`src/rtl/decoder3x8_stream_pkg.sv`:
```
// Shared types and helpers for the 3-bit code <-> 8-bit one-hot path.
// The encoder side imports the same package.
package decoder3x8_stream_pkg;

    localparam int unsigned CODE_W   = 3;
    localparam int unsigned ONEHOT_W = 1 << CODE_W;

    // One buffered request: the enable travels with its code.
    typedef struct packed {
        logic              en;
        logic [CODE_W-1:0] code;
    } entry_t;

    // One-hot decode; a disabled entry decodes to all-zero.
    function automatic logic [ONEHOT_W-1:0] onehot(input logic [CODE_W-1:0] code,
                                                   input logic              en);
        logic [ONEHOT_W-1:0] v;
        v = '0;
        if (en) begin
            v[code] = 1'b1;
        end
        return v;
    endfunction

endpackage

```
`src/rtl/decoder3x8_stream_sync_fifo.sv`:
```
// Single-clock FIFO with power-of-two depth. The pointers wrap naturally
// and a separate level counter tells full from empty.
module decoder3x8_stream_sync_fifo #(
    parameter int unsigned WIDTH = 4,
    parameter int unsigned DEPTH = 4
) (
    input  logic                     clk,
    input  logic                     rst_n,
    input  logic                     push_i,
    input  logic [WIDTH-1:0]         wdata_i,
    input  logic                     pop_i,
    output logic [WIDTH-1:0]         rdata_o,
    output logic [$clog2(DEPTH):0]   level_o,
    output logic                     full_o,
    output logic                     empty_o
);

    localparam int unsigned AW = $clog2(DEPTH);
    localparam int unsigned LW = AW + 1;
    localparam logic [LW-1:0] FULL_LEVEL = LW'(DEPTH);

    logic [WIDTH-1:0] mem_q [DEPTH];
    logic [AW-1:0]    wr_ptr_q, wr_ptr_d;
    logic [AW-1:0]    rd_ptr_q, rd_ptr_d;
    logic [LW-1:0]    level_q, level_d;
    logic             push_ok;
    logic             pop_ok;

    assign full_o  = (level_q == FULL_LEVEL);
    assign empty_o = (level_q == '0);
    assign push_ok = push_i && !full_o;
    assign pop_ok  = pop_i && !empty_o;
    assign rdata_o = mem_q[rd_ptr_q];
    assign level_o = level_q;

    // Next-state for pointers and occupancy.
    always_comb begin
        // NOTE: every always_comb output gets a default first so no path
        // through the block can leave it unassigned and infer a latch.
        wr_ptr_d = wr_ptr_q;
        rd_ptr_d = rd_ptr_q;
        level_d  = level_q;
        if (push_ok) begin
            wr_ptr_d = wr_ptr_q + 1'b1;
        end
        if (pop_ok) begin
            rd_ptr_d = rd_ptr_q + 1'b1;
        end
        if (push_ok && !pop_ok) begin
            level_d = level_q + 1'b1;
        end else if (pop_ok && !push_ok) begin
            level_d = level_q - 1'b1;
        end
    end

    // Pointer and level registers, cleared asynchronously.
    always_ff @(posedge clk or negedge rst_n) begin
        // NOTE: sequential state uses non-blocking assignments so every
        // register samples pre-edge values regardless of statement order.
        if (!rst_n) begin
            wr_ptr_q <= '0;
            rd_ptr_q <= '0;
            level_q  <= '0;
        end else begin
            wr_ptr_q <= wr_ptr_d;
            rd_ptr_q <= rd_ptr_d;
            level_q  <= level_d;
        end
    end

    // Entry storage written at the tail.
    // NOTE: storage has no reset; stale contents are unreachable because
    // the cleared level marks every slot empty, and resetting the array
    // would only add a clear path to each storage bit.
    always_ff @(posedge clk) begin
        if (push_ok) begin
            mem_q[wr_ptr_q] <= wdata_i;
        end
    end

endmodule

```
`src/rtl/decoder3x8_stream.sv`:
```
// Streaming 3-to-8 decoder: buffers {en, code} requests and presents the
// one-hot decode of the oldest one to a downstream that may stall.
module decoder3x8_stream
    import decoder3x8_stream_pkg::*;
#(
    parameter int unsigned N     = CODE_W,
    parameter int unsigned DEPTH = 4
) (
    input  logic                   clk,
    input  logic                   rst_n,
    input  logic                   en,
    input  logic [N-1:0]           code,
    input  logic                   in_valid,
    output logic                   in_ready,
    output logic [2**N-1:0]        y,
    output logic                   out_valid,
    input  logic                   out_ready,
    output logic [$clog2(DEPTH):0] level
);

    localparam int unsigned OUT_W = 2 ** N;

    logic         alive_q;
    logic         push;
    logic         pop;
    logic         full;
    logic         empty;
    logic [N:0]   head;
    logic [OUT_W-1:0] dec;

    // in_ready stays low during reset and rises on the first clock edge
    // after release.
    always_ff @(posedge clk or negedge rst_n) begin
        if (!rst_n) begin
            alive_q <= 1'b0;
        end else begin
            alive_q <= 1'b1;
        end
    end

    // Handshakes depend only on registered state, never on out_ready.
    assign in_ready  = alive_q && !full;
    assign out_valid = !empty;
    assign push      = in_valid && in_ready;
    assign pop       = out_valid && out_ready;

    decoder3x8_stream_sync_fifo #(
        .WIDTH (N + 1),
        .DEPTH (DEPTH)
    ) u_fifo (
        .clk     (clk),
        .rst_n   (rst_n),
        .push_i  (push),
        .wdata_i ({en, code}),
        .pop_i   (pop),
        .rdata_o (head),
        .level_o (level),
        .full_o  (full),
        .empty_o (empty)
    );

    // Decode the head entry; the shared helper covers the default width.
    generate
        if (N == CODE_W) begin : g_pkg_decode
            entry_t head_entry;
            assign head_entry = entry_t'(head);
            assign dec        = onehot(head_entry.code, head_entry.en);
        end else begin : g_gen_decode
            assign dec = head[N] ? (OUT_W'(1) << head[N-1:0]) : '0;
        end
    endgenerate

    // Nothing leaves the block while the FIFO is empty.
    assign y = out_valid ? dec : '0;

endmodule

```
`config.mk`:
```
export PLATFORM = sky130hd
export DESIGN_NAME = decoder3x8_stream
export DESIGN_NICKNAME = d
export VERILOG_FILES = /design/src/rtl/decoder3x8_stream_pkg.sv /design/src/rtl/decoder3x8_stream_sync_fifo.sv /design/src/rtl/decoder3x8_stream.sv
export SDC_FILE = /design/constraint.sdc
export NUM_CORES = 1
export LEC_CHECK = 0
export BUFFER_PORTS_ARGS = -buffer_cell sky130_fd_sc_hd__buf_4
export CAP_MARGIN = 20
export CORE_ASPECT_RATIO = 0.8
export CORE_UTILIZATION = 42
export CTS_BUF_LIST = sky130_fd_sc_hd__clkbuf_8
export CTS_CLUSTER_DIAMETER = 80
export CTS_CLUSTER_SIZE = 40
export DETAILED_ROUTE_END_ITERATION = 10
export GPL_TIMING_DRIVEN = 0
export SETUP_SLACK_MARGIN = 0.4
export SLEW_MARGIN = 20
export SYNTH_ARGS = -nofsm -noshare
export SYNTH_HDL_FRONTEND = slang
export SYNTH_HIERARCHICAL = 1
export SYNTH_SLANG_ARGS = --single-unit
```
`constraint.sdc`:
```
create_clock -name clk -period 2.4 [get_ports clk]
set_input_delay 0.12 -clock clk [delete_from_list [all_inputs] [get_ports clk]]
set_output_delay 0.12 -clock clk [all_outputs]
set_load 0.01 [all_outputs]
```
==> run metrics, run 1 <==
Starting Density 45.0%; Post-Synth XOR/XNOR Area 4.67%; Hold Fails Final Rpt 0; Routed Antenna Nets 0; GRT Resource Usage Total 15.0%; Lkg Pwr 0.000655 uW; Clock Latency Late Sink 0.26 ns; main combinational cell family by area after synthesis simple AND/OR/NAND/NOR gates; Avg Cell Area, Syn 14.8 um2; DR pass1 iterations 4; yosys warns 6; core area 2500 um2; switching portion of total power 32.4%; post-synthesis adder-cell area fraction 7.33%; Site Rows 16; setup tns final 0 ns; Final Max Tran Viols 0; H-tree depth 1; startpoint class of the critical path register; Arr. time, crit path 2.39 ns; final setup vio count 0; width of the die 59.9 um; vias in the first global route 658; Ports 21; dpl cells 132; area grow syn2layout 38.9%; grt total ovfl 0; Port Buf Inserts 20; final cell count without fillers 151; DRC Markers 0; final worst path period need 2.20 ns; Final Skew 0.00535 ns; HP Class in2reg; post-synthesis mux area share 10.3%; drt initial violations 5; CTS Buffer Depth 2; period utilization 91.6%; Worst-path clk slew 0.08 ns; routed vias 691; Post-Synthesis Cells 76; Psw 603 uW; combinational share of power 52.2%; Antenna diodes 0; Final Wtd Congestion 0.678; flop2flop setup slack 0.20 ns; register bit total from synthesis 24; Req. time, crit path 2.59 ns; f_max 0.455 GHz; first-pass GRT wire length 3.09 mm; share of cells above drive strength 1 53.0%; compound-cell area share of the yosys netlist 0%; simple-gate share of the synthesized area 13.8%; CP Capture Type register; total die area 2890 um2; Seq/Total Area, Yosys 60.4%; CTS Buf Count 3; internal power 1260 uW; clock power share 14.2%; Distinct cells, synth 26; die height 48.3 um; Routed WL 1.89 mm; initial antenna violation count 0; clk sinks 24; filler instances 207; Max Cap Viol 0; Root Buffer Master clkbuf_8; Final nets 130; RSZ-0062 raised after global routing yes; Vias per Instance 4.58; CTS tree done; critical path peak fanout 4; critical path class reg2reg; VDD IR max 0.592 mV; post-synthesis instance area 1130 um2; WL/cell 12.5 um; status complete, no violations; Seq pwr share 33.6%; pwr/cell area 1190 nW/um2; Mapped Nets 90; largest net degree at the start of global routing 14
repair_timing:
item,4_1_cts,5_1_grt
hold endpoints to repair,8,0
setup endpoints to repair,6,7
buffers inserted,12,2
pin swaps,10,1
gates resized for setup,6,4
hold buffers,1,0
layout make-up:
type / count / area [um2] / area share [%]
Buffer: 2 / 22.5 / 1.44
Clock buffer: 4 / 55.1 / 3.52
Inverter: 5 / 18.8 / 1.20
Multi-Input combinational cell: 45 / 458 / 29.3
Sequential cell: 24 / 683 / 43.7
Tap cell: 36 / 45.0 / 2.88
Timing Repair Buffer: 35 / 282 / 18.0
worst max-delay path, cell delays in order, from the launching register on:
cell	delay [ns]
dfrtp_2	0.45
or3_4	0.41
inv_2	0.06
and2b_1	0.19
nand2_2	0.10
ha_4	0.14
inv_2	0.03
fa_2	0.32
xor2_1	0.15
nor2_1	0.13
xor2_1	0.15
sequential cells by signal (all words and copies together), names as in the netlist:
signal and cells:
alive_q 1, u_fifo/level_o 3, u_fifo/mem_q 16, u_fifo/rd_ptr_q 2, u_fifo/wr_ptr_q 2
power groups by stage:
stage | clock, uW | sequential, uW | combinational, uW
floorplan | 0 | 632 | 485
global placement | 0 | 635 | 686
detailed placement | 0 | 642 | 703
CTS | 269 | 625 | 913
global route | 290 | 638 | 1050
finish | 264 | 626 | 971
metrics by stage:
step	instance area (um2)	hold slack (ns)	worst slack, ns	util, %	power [uW]
6_report	1560	0.0495	0.202	62.5	1860
5_1_grt	1560	0.0423	0.105	62.5	1980
4_1_cts	1530	0.0493	0.246	61.3	1810
3_5_place_dp	1340	-0.0518	0.105	53.4	1340
3_3_place_gp	1340	-0.0544	0.110	53.4	1320
2_1_floorplan	1140	-0.176	0.213	-	1120
cells by family after synthesis:
| logic type | count (synthesis) |
|---|---|
| AND/OR/NAND/NOR | 26 |
| flip-flops | 24 |
| buffers and inverters | 7 |
| XOR/XNOR | 6 |
| multiplexers | 6 |
| adder cells (fa/ha/maj) | 6 |
| other | 1 |
cells in the final DEF (no fill, tap or decap), types with 2 or more instances in the layout:
master / synthesis / routed
and2_1: 5 / 5
buf_4: 0 / 32
buf_6: 1 / 3
clkbuf_8: 0 / 4
dfrtp_1: 8 / 6
dfrtp_2: 0 / 2
edfxtp_1: 16 / 16
ha_1: 5 / 4
inv_1: 5 / 3
inv_2: 0 / 2
mux2_4: 1 / 2
mux4_2: 4 / 4
nor2_1: 7 / 5
nor2_2: 0 / 2
xnor2_1: 4 / 4
xor2_1: 2 / 2
path summary, 6_finish.rpt:
path,end,startpoint,cells after the start
setup / recovery,u_fifo/level_o[2],u_fifo/level_o[1],10
hold / removal,u_fifo/mem_q[2][2],code[2],1
setup reg to reg,u_fifo/level_o[2],u_fifo/level_o[1],10
hold reg to reg,u_fifo/wr_ptr_q[1],u_fifo/wr_ptr_q[1],1
max in group asynchronous,u_fifo/level_o[1],rst_n,2
min in group asynchronous,u_fifo/rd_ptr_q[1],rst_n,2
cell usage after synthesis:
cell | number | area share [%]
nor3b_2 | 1 | 1.1
dfrtp_1 | 8 | 18
buf_2 | 1 | 0.44
nand3b_1 | 1 | 0.67
or3b_4 | 1 | 1.0
nor2_1 | 7 | 2.3
mux2_2 | 1 | 1.0
nand3_1 | 1 | 0.44
xnor2_1 | 4 | 3.1
or3_1 | 1 | 0.56
mux2_4 | 1 | 1.3
conb_1 | 1 | 0.33
nor2b_1 | 2 | 1.1
fa_1 | 1 | 1.8
nor3_2 | 1 | 0.89
nor3_1 | 1 | 0.44
and2b_1 | 1 | 0.67
ha_1 | 5 | 5.6
nand2_1 | 2 | 0.67
mux4_2 | 4 | 8.0
and2_1 | 5 | 2.8
nand2b_1 | 2 | 1.1
edfxtp_1 | 16 | 43
xor2_1 | 2 | 1.6
inv_1 | 5 | 1.7
buf_6 | 1 | 1.0
layer usage:
layer / share of wire (%) / global-route usage, % / wire [um] / vias up
li1: - / - / - / 338
met5: 0 / 0 / 0 / -
met4: 0 / 2.33 / 0 / 0
met2: 50 / 24.6 / 945 / 17
met1: 44 / 19.2 / 836 / 336
met3: 5.6 / 5.61 / 105 / 0
No activity file was read; power rests on OpenSTA's default activity.
==> run 2: changes to the inputs <==
--- a/config.mk
+++ b/config.mk
@@ -14,6 +14,7 @@
 export CTS_CLUSTER_SIZE = 40
 export DETAILED_ROUTE_END_ITERATION = 10
 export GPL_TIMING_DRIVEN = 0
+export HOLD_SLACK_MARGIN = 0.05
 export SETUP_SLACK_MARGIN = 0.4
 export SLEW_MARGIN = 20
 export SYNTH_ARGS = -nofsm -noshare
==> run metrics, run 2 (synthesized netlist as in run 1, its figures left out) <==
Final Skew 0.00507 ns; final worst path period need 2.20 ns; Clock Latency Late Sink 0.26 ns; Root Buffer Master clkbuf_8; startpoint class of the critical path register; pwr/cell area 1170 nW/um2; Largest delay share family, worst path simple AND/OR/NAND/NOR gates; filler instances 207; share of cells above drive strength 1 51.7%; CP peak stage delay 0.45 ns; DRC Markers 0; Routed WL 1.92 mm; FF-to-FF Start u_fifo/level_o[1]; flop2flop setup slack 0.20 ns; Site Rows 16; Max Cap Viol 0; commonest cells after routing, fill and taps aside 32 x buf_4, 16 x edfxtp_1, 6 x dfrtp_1; drt initial violations 7; f_max 0.455 GHz; clk sinks 24; Top reg by flops u_fifo/mem_q; first-pass GRT wire length 3.11 mm; GRT Resource Usage Total 15.1%; die height 48.3 um; max reg flops 16; total die area 2890 um2; FF/Latch Area 683 um2; vias in the first global route 664; Multi-input gate area 458 um2; WL/cell 12.5 um; CTS Buffer Depth 2; critical path class reg2reg; grt total ovfl 0; Worst-path clk slew 0.08 ns; Final Total Pwr 1870 uW; width of the die 59.9 um; Lkg Pwr 0.000668 uW; area grow syn2layout 41.6%; CTS tree done; VDD IR max 0.593 mV; Final nets 133; DR pass1 iterations 4; cell area after layout 1590 um2; CP Cell Sequence or3_4 -> inv_2 -> and2b_1 -> nand2_2 -> ha_4 -> inv_2 -> fa_2 -> xor2_1 -> nor2_1 -> xor2_1; Port Buf Inserts 20; setup tns final 0 ns; Starting Density 45.0%; Final Max Tran Viols 0; hold_sp code[0]; Vias per Instance 4.55; period utilization 91.6%; core area 2500 um2; Routed Antenna Nets 0; CTS Buf Count 3; Buf+Inv Stages, Crit Path 2; DP Area 1340 um2; status complete, no violations; CP Capture Type register; Util after Layout 63.7%; largest net degree at the start of global routing 14; critical path peak fanout 4; Arr. time, crit path 2.39 ns; Hold Fails Final Rpt 0; hold_ws 0.0579 ns; Req. time, crit path 2.59 ns; most common cell after layout, fill and taps aside buf_4; Final Wtd Congestion 0.678; Ports 21; Crit-path slowest cell dfrtp_2; Worst Setup SP u_fifo/level_o[1]; initial antenna violation count 0; H-tree depth 1; Antenna diodes 0; final setup vio count 0; RSZ-0062 raised after global routing yes; HP Class in2reg; routed vias 701
==> run 2: final cells by class <==
cell class	instances	share of cell area, %
Sequential cell	24	42.9
Clock buffer	4	3.45
Inverter	5	1.18
Timing Repair Buffer	38	19.5
Tap cell	36	2.83
Multi-Input combinational cell	45	28.7
Buffer	2	1.41
==> run 2: per-stage QoR <==
| step | instances | worst slack (ns) |
|---|---|---|
| after detailed placement | 132 | 0.105 |
| after floorplan | 76 | 0.213 |
| after CTS | 150 | 0.246 |
| after global placement | 132 | 0.110 |
| final | 154 | 0.202 |
| after global routing | 154 | 0.105 |
==> run 2: final timing paths <==
kind / end / cells past startpoint
max: u_fifo/level_o[2] / 10
min: u_fifo/mem_q[0][0] / 1
max reg2reg: u_fifo/level_o[2] / 10
min reg2reg: u_fifo/wr_ptr_q[1] / 1
max in group asynchronous: u_fifo/level_o[1] / 2
min in group asynchronous: u_fifo/rd_ptr_q[1] / 2
==> run 2: routing by layer <==
layer | vias up | share of wire [%] | routed length, um | GRT usage (%)
li1 | 344 | - | - | -
met1 | 340 | 44 | 852 | 19.2
met2 | 17 | 50 | 968 | 25.0
met3 | 0 | 5.4 | 104 | 5.61
met4 | 0 | 0 | 0 | 2.33
met5 | - | 0 | 0 | 0
==> run 2: timing repair <==
action                                  in CTS  in global routing
gates resized for setup                      6                  4
pin swaps                                   10                  1
setup buffers                               12                  2
endpoints found under the setup margin       6                  7
hold buffers                                 2                  2
hold endpoints to repair                    12                  8
==> run 2: power by group <==
part,internal (uW),switching [uW],total (uW),leakage (uW)
Clock,146,118,264,0.0000288
Sequential,544,82.0,626,0.000236
Combinational,571,404,975,0.000403
Total,1260,605,1870,0.000668
==> run 2: worst register-to-register path: stages, from the launching register on <==
cell,delay (ns)
dfrtp_2,0.45
or3_4,0.41
inv_2,0.06
and2b_1,0.19
nand2_2,0.10
ha_4,0.14
inv_2,0.03
fa_2,0.32
xor2_1,0.15
nor2_1,0.13
xor2_1,0.15
==> run 3: changes to the inputs <==
--- a/config.mk
+++ b/config.mk
@@ -19,5 +19,4 @@
 export SLEW_MARGIN = 20
 export SYNTH_ARGS = -nofsm -noshare
 export SYNTH_HDL_FRONTEND = slang
-export SYNTH_HIERARCHICAL = 1
 export SYNTH_SLANG_ARGS = --single-unit
==> run metrics, run 3 <==
Root Buffer Master clkbuf_8; top cells by count, synth 16 x edfxtp_1, 9 x nand2_1, 8 x dfrtp_1; GRT Resource Usage Total 14.7%; CTS Buffer Depth 2; Starting Density 44.7%; Worst Setup SP u_fifo.level_o[0]; hold_sp code[0]; Synth area leaders edfxtp_1 39%, dfrtp_1 16%, mux4_2 11%; Final Skew 0.00501 ns; area grow syn2layout 27.4%; DR pass1 iterations 4; Vias per Instance 4.85; Port Buf Inserts 20; max reg flops 16; Crit-path slowest cell dfrtp_2; WHS Path Cells 1; f_max 0.519 GHz; post-synth top area share 38.6%; drt initial violations 20; largest net degree at the start of global routing 15; pwr/cell area 1040 nW/um2; Util after Layout 56.9%; critical path peak fanout 7; Mapped Nets 108; startpoint class of the critical path register; clock power share 20.7%; Reg-to-Reg End u_fifo.level_o[1]; Arr. time, crit path 2.08 ns; initial antenna violation count 0; setup tns final 0 ns; commonest cells after routing, fill and taps aside 23 x buf_4, 16 x edfxtp_1, 8 x nand2_1; post-synthesis instance area 1240 um2; Post-Synthesis Cells 94; combinational share of power 41.1%; Worst-path clk slew 0.08 ns; Avg Cell Area, Syn 13.2 um2; Synth Flop Type edfxtp_1; H-tree depth 1; HP Class in2reg; status complete, no violations; FF-to-FF Start u_fifo.level_o[0]; Max Cap Viol 0; first-pass GRT wire length 3.52 mm; Lkg Pwr 0.000624 uW; CP Capture Type register; Final Max Tran Viols 0; internal power 1130 uW; VDD IR max 0.388 mV; most common cell after layout, fill and taps aside buf_4; Site Rows 17; Ports 21; filler instances 236; WL/cell 12.4 um; core area 2790 um2; yosys warns 0; Seq/Total Area, Yosys 54.7%; Worst Hold Path EP u_fifo.mem_q[3][0]; flop2flop setup slack 0.47 ns; Largest delay share family, worst path adder cells; final worst path period need 1.93 ns; hold_ws 0.0628 ns; CP peak stage delay 0.48 ns; top-count cell post-synth edfxtp_1; largest area contributor in the netlist edfxtp_1; Buf+Inv Stages, Crit Path 1; period utilization 80.3%; die height 50.7 um; critical path class reg2reg; Psw 522 uW; switching portion of total power 31.6%; FF/Latch Area 683 um2; CTS Buf Count 3; Top reg by flops u_fifo.mem_q; routed vias 776; RSZ-0062 raised after global routing no; Hold Fails Final Rpt 0; CP Cell Sequence o311a_4 -> ha_4 -> inv_1 -> fa_1 -> mux2_2; width of the die 62.9 um; Final nets 137; CTS tree done; final setup vio count 0; Clock Latency Late Sink 0.26 ns; Seq pwr share 38.2%; Post-synth EDFFs 16; share of cells above drive strength 1 36.1%; Async S/R FF share, synth 33.3%; Final Wtd Congestion 0.751; Multi-input gate area 573 um2; total die area 3190 um2; Reg2Reg Depth 5; register bit total from synthesis 24; vias in the first global route 745; hpwl dp 1.61 mm; Routed WL 1.98 mm; Routed Antenna Nets 0; clk sinks 24; Distinct cells, synth 22; Antenna diodes 0; DRC Markers 0; grt total ovfl 0; Req. time, crit path 2.55 ns
-- run 3: changes by cell type in the layout (fill, tap and decap cells not counted), sizes merged, moves of 2 or more --
cell | before | now
nand2b | 2 | 6
nor2 | 7 | 5
buf | 36 | 25
dlygate4sd3 | 4 | 1
or2b | 0 | 6
nor3 | 2 | 7
mux4 | 4 | 6
nor2b | 2 | 0
nand2 | 2 | 9
-- run 3: timing repair --
action,in CTS,in global routing
hold buffers,1,0
resized for setup,1,1
cloned,0,0
buffers inserted,1,2
endpoints found under the hold margin,8,0
setup endpoints to repair,2,2
pin swaps,1,3
-- run 3: worst max-delay path by stage --
stage | endpoint | depth (start not counted)
final | u_fifo.level_o[1] | 5
after global routing | y[1] | 4
after CTS | u_fifo.level_o[1] | 6
after detailed placement | u_fifo.level_o[2] | 9
after global placement | u_fifo.level_o[2] | 9
after floorplan | u_fifo.level_o[2] | 9
-- run 3: power groups by stage --
stage | registers [uW] | logic, uW | clock network (uW)
floorplan | 636 | 447 | 0
global placement | 638 | 632 | 0
detailed placement | 643 | 644 | 0
CTS | 637 | 663 | 350
global route | 650 | 750 | 371
finish | 633 | 681 | 342
-- run 3: area by class of cell --
cell class | instances | share of cell area [%]
flip-flops and latches | 24 | 43.1
multi-input cells | 63 | 36.1
repair buffers | 24 | 11.5
well taps | 38 | 3.00
clock buffers | 3 | 2.60
clock inverters | 1 | 1.89
inverters | 5 | 1.18
plain buffers | 2 | 0.631
-- run 3: worst reg2reg max path, cell delays in order (launching register included) --
cell,delay [ns]
dfrtp_2,0.48
o311a_4,0.44
ha_4,0.17
inv_1,0.06
fa_1,0.40
mux2_2,0.27
-- run 3: cells by family after synthesis --
group / synth area share, %
AO/OA/AOI/OAI: 1.51
adder cells (fa/ha/maj): 6.63
multiplexers: 12.7
flip-flops: 54.7
XOR/XNOR: 4.22
buffers and inverters: 2.31
other: 0.301
AND/OR/NAND/NOR: 17.7
-- run 3: metal layers --
metal	part of all wire (%)	routed length, um	vias to the layer above	global-route usage [%]
li1	-	-	386	-
met1	51	1010	366	20.9
met2	44	861	20	22.0
met3	4.6	90	4	3.64
met4	0.86	17	0	4.65
met5	0	0	-	0
-- run 3: through the flow --
step / power, uW / instance area (um2) / std cells / worst slack, ns
floorplan: 1080 / 1270 / 94 / 0.412
global placement: 1270 / 1470 / 152 / 0.369
detailed placement: 1290 / 1470 / 152 / 0.340
finish: 1660 / 1590 / 160 / 0.473
CTS: 1650 / 1570 / 158 / 0.446
global route: 1770 / 1590 / 160 / 0.400
